## src/rtl/stopwatch_bcd_ctrl.sv

```systemverilog
// stopwatch_bcd_ctrl: 3-digit BCD stopwatch with start/stop, lap freeze and sticky overflow
module stopwatch_bcd_ctrl #(
  parameter int TICK_DIV = 50000000
) (
  input  logic       clk,
  input  logic       aclr,
  input  logic       ss_btn,
  input  logic       lr_btn,
  output logic [3:0] dig0,
  output logic [3:0] dig1,
  output logic [3:0] dig2,
  output logic       running,
  output logic       frozen,
  output logic       overflow
);
  localparam int PW = $clog2(TICK_DIV);
  localparam logic [PW-1:0] PMAX = PW'(TICK_DIV - 1);

  typedef enum logic [1:0] {IDLE, RUN, PAUSE, LAP} state_t;

  state_t        state_q, state_d;
  logic          ss_q, lr_q;
  logic [PW-1:0] pre_q, pre_d;
  logic [11:0]   cnt_q, cnt_d, lat_q, lat_d, cnt_inc;
  logic          ovf_q, ovf_d, run_q, frz_q;
  logic          ss_ev, lr_ev, active, tick, clr, c0, c1, c2;

  always_comb begin
    ss_ev   = ss_btn & ~ss_q;
    lr_ev   = lr_btn & ~lr_q & ~ss_ev;
    active  = (state_q == RUN) || (state_q == LAP);
    tick    = active && (pre_q == PMAX);
    c0      = cnt_q[3:0] == 4'd9;
    c1      = c0 && (cnt_q[7:4] == 4'd9);
    c2      = c1 && (cnt_q[11:8] == 4'd9);
    cnt_inc = {c2 ? 4'd0 : c1 ? cnt_q[11:8] + 4'd1 : cnt_q[11:8],
               c1 ? 4'd0 : c0 ? cnt_q[7:4] + 4'd1 : cnt_q[7:4],
               c0 ? 4'd0 : cnt_q[3:0] + 4'd1};
    state_d = state_q;
    case (state_q)
      IDLE:    state_d = ss_ev ? RUN : IDLE;
      RUN:     state_d = ss_ev ? PAUSE : lr_ev ? LAP : RUN;
      LAP:     state_d = ss_ev ? PAUSE : lr_ev ? RUN : LAP;
      default: state_d = ss_ev ? RUN : lr_ev ? IDLE : PAUSE;
    endcase
    clr     = (state_q == PAUSE) && (state_d == IDLE);
    pre_d   = (clr || state_q == IDLE) ? '0 : tick ? '0 : active ? pre_q + PW'(1) : pre_q;
    cnt_d   = clr ? '0 : tick ? cnt_inc : cnt_q;
    ovf_d   = clr ? 1'b0 : (tick && c2) ? 1'b1 : ovf_q;
    lat_d   = (state_q == RUN && lr_ev) ? cnt_q : lat_q;
  end

  always_ff @(posedge clk) begin
    if (!aclr) begin
      state_q <= IDLE;
      ss_q    <= 1'b1;
      lr_q    <= 1'b1;
      pre_q   <= '0;
      cnt_q   <= '0;
      lat_q   <= '0;
      ovf_q   <= 1'b0;
      run_q   <= 1'b0;
      frz_q   <= 1'b0;
    end else begin
      state_q <= state_d;
      ss_q    <= ss_btn;
      lr_q    <= lr_btn;
      pre_q   <= pre_d;
      cnt_q   <= cnt_d;
      lat_q   <= lat_d;
      ovf_q   <= ovf_d;
      run_q   <= (state_d == RUN) || (state_d == LAP);
      frz_q   <= state_d == LAP;
    end
  end

  assign {dig2, dig1, dig0} = frz_q ? lat_q : cnt_q;
  assign running  = run_q;
  assign frozen   = frz_q;
  assign overflow = ovf_q;
endmodule

```

## config.mk

```make
export PLATFORM = sky130hd
export DESIGN_NAME = stopwatch_bcd_ctrl
export DESIGN_NICKNAME = d
export VERILOG_FILES = /design/src/rtl/stopwatch_bcd_ctrl.sv
export SDC_FILE = /design/constraint.sdc
export NUM_CORES = 1
export LEC_CHECK = 0
export BUFFER_PORTS_ARGS = -buffer_cell sky130_fd_sc_hd__buf_4
export CORE_ASPECT_RATIO = 1.1
export CORE_UTILIZATION = 40
export CTS_BUF_LIST = sky130_fd_sc_hd__clkbuf_2 sky130_fd_sc_hd__clkbuf_4 sky130_fd_sc_hd__clkbuf_8
export DETAILED_ROUTE_END_ITERATION = 10
export SLEW_MARGIN = 10
export SYNTH_ARGS = -nofsm -noshare
export SYNTH_HDL_FRONTEND = slang
export SYNTH_SLANG_ARGS = --single-unit
```

## constraint.sdc

```tcl
create_clock -name clk -period 1.8 [get_ports clk]
set_clock_uncertainty 0.05 [all_clocks]
set_input_delay 0.18 -clock clk [delete_from_list [all_inputs] [get_ports clk]]
set_output_delay 0.18 -clock clk [all_outputs]
set_load 0.02 [all_outputs]
```

==> results of run 1 <==
## cell usage in the layout (no fill, tap or decap), types with 3 or more instances in the layout
master    instances
a21oi_1          19
a21oi_2           5
and3_1            5
and4_1            3
buf_4            65
buf_6             5
clkbuf_8          5
dfxtp_1          44
dfxtp_2           7
dfxtp_4           5
ha_1              4
inv_1            10
mux2_2            9
mux2i_1          13
nand2_1          15
nand2b_1          4
nand3_1          13
nand4_1          14
nor2_1           33
nor3_1            5
nor4_1            3
o21ai_0          17
o31ai_1           5
o31ai_2           4
or3_1             8
or4_1             4
or4_4             7
xnor2_1          10
xor2_1            3
## worst paths after layout
check	slack, ns	cells past startpoint	to	from
worst max-delay path	-0.06	5	pre_q[19]	pre_q[11]
worst min-delay path	0.02	2	lr_q	lr_btn
worst max register to register	-0.06	5	pre_q[19]	pre_q[11]
worst min register to register	0.41	2	overflow	overflow
## cell families (layout without fill, tap and decap cells)
logic type               Yosys count  after routing
AND/OR/NAND/NOR                  133            133
AO/OA/AOI/OAI                     58             58
multiplexers                      22             22
adder cells (fa/ha/maj)            5              5
buffers and inverters             29             90
XOR/XNOR                          13             13
flip-flops                        56             56
## critical path: cells and delay by family, from the launching register on
family / cells / cell delay, ns
AOI/OAI and AO/OA: 1 / 0.18
buffers and inverters: 1 / 0.15
and+or+nand+nor: 3 / 1.02
DFF: 1 / 0.40
## registers in the layout, summed over array words and instances (netlist names)
register  count
ss_q          1
cnt_q        12
overflow      1
lat_q        12
frozen        1
pre_q        26
state_q       2
lr_q          1
## through the flow
stage               power (mW)  setup WS [ns]  hold slack (ns)  utilization, %
finish                    2.02        -0.0614           0.0222            54.2
global route              2.11         -0.124           0.0134            54.2
CTS                       2.06        -0.0397          0.00794            52.0
detailed placement        1.34        -0.0923            0.331            49.5
global placement          1.33        -0.0267            0.328            49.5
floorplan                 1.31       -0.00459            0.203               -
## layer usage
metal | part of all wire (%) | wire length (um) | track usage (%) | up-vias
li1 | - | - | - | 1269
met1 | 46 | 2870 | 22.4 | 1219
met2 | 50 | 3150 | 31.7 | 31
met3 | 2.9 | 181 | 3.47 | 2
met4 | 0.72 | 45 | 6.66 | 0
met5 | 0 | 0 | 0 | -
## power by group through the flow
stage          Clock, mW  Combinational (mW)  Sequential [mW]
3_5_place_dp           0              0.0604             1.28
6_report           0.719              0.0641             1.24
4_1_cts            0.748              0.0649             1.24
5_1_grt            0.796              0.0710             1.24
2_1_floorplan          0              0.0345             1.27
3_3_place_gp           0              0.0600             1.27
## cell type report
type                       count  area share [%]
inverter                      10            1.04
tap                           82            2.85
sequential                    56            31.9
clock buffer                   6            2.12
clock inverter                 2           0.452
multi-input combinational    231            45.6
timing repair buffer          72            16.0
## what timing repair did
item | 4_1_cts | 5_1_grt
gates resized for setup | 18 | 28
hold endpoints to repair | 1 | 0
buffers inserted | 2 | 5
hold buffers | 1 | 0
endpoints found under the setup margin | 11 | 20
pin swaps | 10 | 10
gates cloned | 0 | 0
==> flow_results.org, run 1 <==
** Pwr
- Switching power summed over all nets :: between 0.4 and 0.5 mW
- Registers are responsible for 61.3% of the overall power.
- Switching share of power :: 23.0%
- Leak pwr :: 1.34 nW
- The worst-case IR drop observed on VDD is 0.397 mV.
- Combinational logic burns between 3 and 4% of the power.
- Cell area power density :: between 500 and 600 nW/um2
- Of the total power, the clock network draws between 30% and 40%.
- The internal power of the cells totals 1.56 mW.

** Layout
- Compared with the post-synthesis result, the final layout area differs by 30.5%.
- # fillers :: about 670
- Count of non-filler cells in the finished layout :: 459
- After routing the design area is 3600 um2.
- Summing all multi-input logic gate instances after layout gives 1640 um2.
- Final Net Count :: around 390
- Diode count :: 0
- In the final layout, the share of cells above drive strength 1 is around 34%.
- Storage cell area :: 1150 um2

** CTS
- Deepest clock path buffer count :: 2
- The tree is rooted in a clkbuf_8.
- CTS saw 56 sinks.
- Clock latency on the worst-skew pair, taken at its later pin, is 0.31 ns.
- Clock tree from TritonCTS :: built
- Number of CTS-inserted buffers :: 5
- H-tree depth reported by CTS :: 2
- Clock-pin slew was measured on the worst setup and hold paths at 0.10 ns.

** Synthesis
- Fraction of the mapped netlist area in compound gates :: 12.5%
- Synthesized-area fraction occupied by adder cells :: 2.27%
- After synthesis, the mean cell area works out to 8.72 um2.
- After synthesis, the share of flip-flops with an asynchronous set or reset is 0%.
- Largest cells by area after synthesis :: dfxtp_1, mux2i_1, nor2_1
- Yosys instantiated no cell more often than dfxtp_1.
- The synthesized design contains 0 enable-type register cells.
- The Yosys step of the flow raised 0 warnings.
- By count the netlist is led by dfxtp_1, nor2_1, a21oi_1, o21ai_0, nand2_1.
- Cell accounting for the most synthesized area :: dfxtp_1
- Synthesis produced a netlist whose cell count is 316.
- Register area share after synthesis :: 40.7%
- In the synthesized netlist the dominant register cell turns out to be dfxtp_1.
- Counting flops and latches in the post-synthesis netlist gives 56.
- Post-synth top area share :: 40.7%
- Synth Cell Area :: 2760 um2
- Synth Area in XOR/XNOR :: approximately 4.1%
- In the synthesized netlist, mux cells make up 8.40% of the area.
- The synthesized netlist contains 43 unique library cells.
- After synthesis, the largest family of logic cells by area is simple AND/OR/NAND/NOR gates.
- After Yosys synthesis, and, or, nand and nor cells account for 27.6% of the synthesized area.
- The number of nets in the synthesized netlist is 325.

** Drt
- Post-route DRC violation count :: 0
- Before antenna repair, the detailed router went through 4 iterations.
- Initial DRC Count :: 74
- Vias :: 2521
- Routed len/inst :: between 10 and 15 um
- Vias per inst :: 5.49
- After detailed routing, the total wire length is about 6200 um.
- Number of nets with antenna violations after detailed routing :: 0

** Setup path
- Delay of the slowest cell on the worst path :: approximately 0.60 ns
- STA puts the critical path data required time at 1.99 ns.
- Crit-path slowest cell :: or4_4
- Crit path arrival time :: 2.05 ns
- Critical path launch point type :: register
- CP max FO :: 6
- The worst setup path is captured at a register.
- Walking the worst path, the cells encountered are nand4_1 -> or4_4 -> buf_6 -> or3_1 -> a21oi_1.
- Worst setup path category :: reg -> reg

** STA
- Once routing completed, OpenROAD measured the worst setup slack at -0.0614 ns.
- Post-route fraction of the period consumed by the critical path :: 103%
- The final count of pins violating max slew is 0.
- The worst pin sits at a relative slew slack of 68.9%.
- Setup violations remaining at the end of the flow were counted as 10.
- Count of endpoints failing hold in the final timing report :: 0
- Unrepaired setup endpoints after global routing :: true
- Max Clock Freq :: between 500 and 600 MHz
- For the finished layout, the period the worst path requires is 1.86 ns.
- Transition time at the pin with the least slew margin :: 0.465 ns
- After routing, the total negative slack on setup checks comes to -0.309 ns.

** Global routing
- Largest net degree at the start of global routing :: 27
- Initial antenna violation count :: 0
- All-Layer GR Usage :: 18.3%
- Gr ovfl total :: 0
- The number of global-route vias before repair came to about 2300.
- Global-route wire length before repair :: 10300 um

** Floorplan
- I/O pin count :: 19
- Die boundary width :: a little over 80 um
- Cell row count :: 31
- Area of the core :: 6630 um2
- In this run the vertical extent of the chip is 89.1 um.
- The die covers 7230 um2.
- For this configuration, the core starts out at a cell density of between 40% and 50%.

** Status
- Status :: complete, but fails checks
- The final reports fail on setup timing.

** Flow run
- Max Cap Violations :: 0

** Placement
- Number of placed cells counting well taps :: 443
- After detailed placement, the total cell area comes to 3290 um2.
- Number of buffers inserted by port buffering :: 18
- HPWL reported at the end of detailed placement :: 4290 um
- Routability congestion estimate :: about 0.77

** Hold path
- Worst hold path type :: in -> reg
No activity file was read; power rests on OpenSTA's default activity.
==> inputs of run 2 (changes only) <==
- clock period: 1.8 -> 2.2 ns (I/O delays scaled with it)
==> run 2 against run 1 <==
  * The flow now finishes without violations
  * Fmax fell by 8.5%
  * Hold slack gained 0.020 ns
  * Register-to-register slack improved by 0.23 ns
  * Critical path depth unchanged
  * Die area unchanged
  * Cell area is 13% lower
  * Sequential share of layout area increased by 3.8 points
  * Wire length shrank 12%
  * Setup slack gained 0.23 ns
  * Global-route usage down 2.4 points
  * Combinational power shrank 32%
  * Core utilization decreased by 6.9 points
  * Critical path type unchanged
  * Largest cell class unchanged
==> flow_results.org, run 2 (same netlist as run 1, synthesis figures left out) <==
** Setup path
- Worst setup path category :: reg -> reg
- Crit-path slowest cell :: or4_4
- STA classifies the critical path endpoint as a register.
- The required time reported for the critical path endpoint is 2.40 ns (+0.41 ns).
- Buffers & Inverters on Critical Path :: 0 (-1)
- The maximum cell stage delay along the critical path is 0.61 ns (about the same).
- The cell family contributing the most delay on the critical path is simple AND/OR/NAND/NOR gates.
- Walking the worst path, the cells encountered are ha_1 -> nand4_1 -> or4_4 -> or4_1 -> a21oi_1.
- CP max FO :: 12 (+6)
- Critical path launch point type :: register
- The worst path arrival time was 2.23 ns (+0.18 ns).

** STA
- Max Clock Freq :: 491 MHz (-8.5%)
- The worst slew slack as a fraction of its limit was 57.4% (-12 points).
- Total Neg Setup Slack :: 0 ns (+0.309 ns)
- Total setup violations reported at the end of the flow :: 0 (-10)
- Transition time at the pin with the least slew margin :: 0.639 ns (+0.174 ns)
- The number of hold violations in the final report came to 0 (unchanged).
- Max Slew Vio Count :: 0 (unchanged)
- Setup repair after global routing left no endpoint under its margin.
- The minimum setup slack in the final design is 0.165 ns (+0.226 ns).
- Post-route fraction of the period consumed by the critical path :: 92.5% (-11 points)
- The final critical path time including I/O delays and setup is 2.04 ns (+0.174 ns).
- The final hold slack was 0.0427 ns (+0.0205 ns).

** Layout
- The final non-filler cell total was 420 (-8.5%).
- The utilization of the core after routing came to 47.3% (-6.9 points).
- The final layout net count came to 346 (-10%).
- The fraction of final layout cells sized beyond drive strength 1 was 17.2% (-17 points).
- Relative to the synthesized area, the layout overhead comes to 13.9%.
- Leaving out fill and tap cells, the most frequent cells in the layout are dfxtp_1, nor2_1, buf_4, a21oi_1, o21ai_0.
- Leading cell type in the layout, fill and taps excluded :: dfxtp_1
- Top reg by flops :: pre_q
- The final non-filler cell area came to 3140 um2 (-13%).
- The number of flip-flops under the largest register name was 26 (unchanged).
- The fill cell total of the finished layout came to 643 (-3.3%).
- In the final layout, the registers with the most flip-flops are pre_q (26), cnt_q (12), lat_q (12).
- The number of inserted diodes is 0 (unchanged).

** Floorplan
- Die ar. :: 7230 um2 (unchanged)
- Die boundary width :: 81.2 um (unchanged)
- The starting density of the core is 41.6% (unchanged).
- The placeable core area is 6630 um2 (unchanged).
- Chip Height :: 89.1 um (unchanged)
- I/O pin count :: 19 (unchanged)
- The number of core rows is 31 (unchanged).

** Status
- Status :: finished, final reports clean

** Drt
- The remaining number of nets flagged by the antenna check after routing came to 0 (unchanged).
- The first-pass iteration count of the detailed router was 4 (unchanged).
- The number of DRC violations after detailed routing came to 0 (unchanged).
- The routed wirelength normalized by instance count is 13.1 um (-3.5%).
- The initial detailed-routing violation count was 115 (+55%).
- The detailed-route vias per instance is 5.47 (-0.47%).
- The total via count after detailed routing was 2296 (-8.9%).
- The total length of routed wires is 5510 um (-12%).

** Global routing
- In this run the most used layer during global routing was met2.
- Gr ovfl total :: 0 (unchanged)
- Global-route track usage on met3 :: 2.45% (-1.0 points)
- The number of global-route vias before repair is 2043 (-11%).
- Met2 GRT Util :: 26.1% (-5.6 points)
- Fraction of met1 tracks used by global routing :: 20.9% (-1.5 points)
- The number of antenna violations at the first check in global routing is 0 (unchanged).
- The first-pass GRT wire length came to 9080 um (-12%).
- Largest net degree at the start of global routing :: 27 (unchanged)
- The total track usage came to 15.9% (-2.4 points).

** Pwr
- Leak pwr :: 1.13 nW (-16%)
- The power after layout came to 1.76 mW (-13%).
- The ratio of total power to cell area is 562 nW/um2 (about the same).
- The largest vdd supply drop was 0.303 mV (-24%).

** Placement
- Area after DPL :: 3020 um2 (-8.1%)
- Number of placed cells counting well taps :: 412 (-7.0%)
- Worst setup slack after placement :: 0.0931 ns (+0.185 ns)
- The port buffer count came to 18 (unchanged).
- HPWL reported at the end of detailed placement :: 3840 um (-11%)
- Routability congestion estimate :: 0.781 (+1.8%)

** CTS
- Post-CTS resize count :: 0 (-18)
- The number of setup buffers added after CTS came to 0 (-2).
- The maximum level of the CTS H-tree is 2 (unchanged).
- Hold-fix buffer count after cts :: 0 (-1)
- The number of sinks driven by the clock tree is 56 (unchanged).
- Clock tree from TritonCTS :: built
- Skew-Pair Late Insertion Delay :: 0.32 ns (about the same)
- The tree is rooted in a clkbuf_8.
- Number of CTS-inserted buffers :: 5 (unchanged)
- Clock edge transition at the registers on the reported setup and hold paths :: 0.11 ns (about the same)
- The maximum clock path buffer count came to 2 (unchanged).

** Hold path
- Worst hold path type :: in -> reg

** Flow run
- Max Cap Violations :: 0 (unchanged)
-- run 2: cell count changes in the layout (fill, tap and decap cells not counted), sizes merged --
cell,previous run,this run
buf,71,33
bufinv,0,1
clkbuf,6,5
clkinv,1,2
clkinvlp,1,0
dlygate4sd3,1,0
-- run 2: power breakdown --
| part | switching, mW | internal (mW) | leakage [nW] |
|---|---|---|---|
| Sequential | 0.00372 | 1.02 | 0.452 |
| Combinational | 0.0270 | 0.0168 | 0.619 |
| Clock | 0.357 | 0.344 | 0.0583 |
| Total | 0.388 | 1.38 | 1.13 |
-- run 2: worst paths after layout --
path | startpoint | end | slack (ns) | cells after the start
worst max-delay path | pre_q[0] | pre_q[22] | 0.16 | 5
worst min-delay path | ss_btn | ss_q | 0.04 | 2
worst max register to register | pre_q[0] | pre_q[22] | 0.16 | 5
worst min register to register | overflow | overflow | 0.41 | 2
-- run 2: cell type report --
type                    instances  area (um2)  share of cell area (%)
multi-input cells             231        1520                    48.2
flip-flops and latches         56        1120                    35.7
repair buffers                 33         248                    7.89
well taps                      82         103                    3.27
clock buffers                   5        68.8                    2.19
clock inverters                 3        47.5                    1.51
inverters                      10        37.5                    1.20
-- run 2: worst reg2reg max path, stage by stage, from the launching register on --
cell and delay, ns:
dfxtp_1 0.40, ha_1 0.20, nand4_1 0.14, or4_4 0.61
or4_1 0.43, a21oi_1 0.15
-- run 2: routing by layer --
metal | vias up | share of wire (%) | routed length [um]
li1 | 1195 | - | -
met1 | 1067 | 50 | 2770
met2 | 26 | 46 | 2550
met3 | 8 | 2.0 | 112
met4 | 0 | 1.5 | 85
met5 | - | 0 | 0
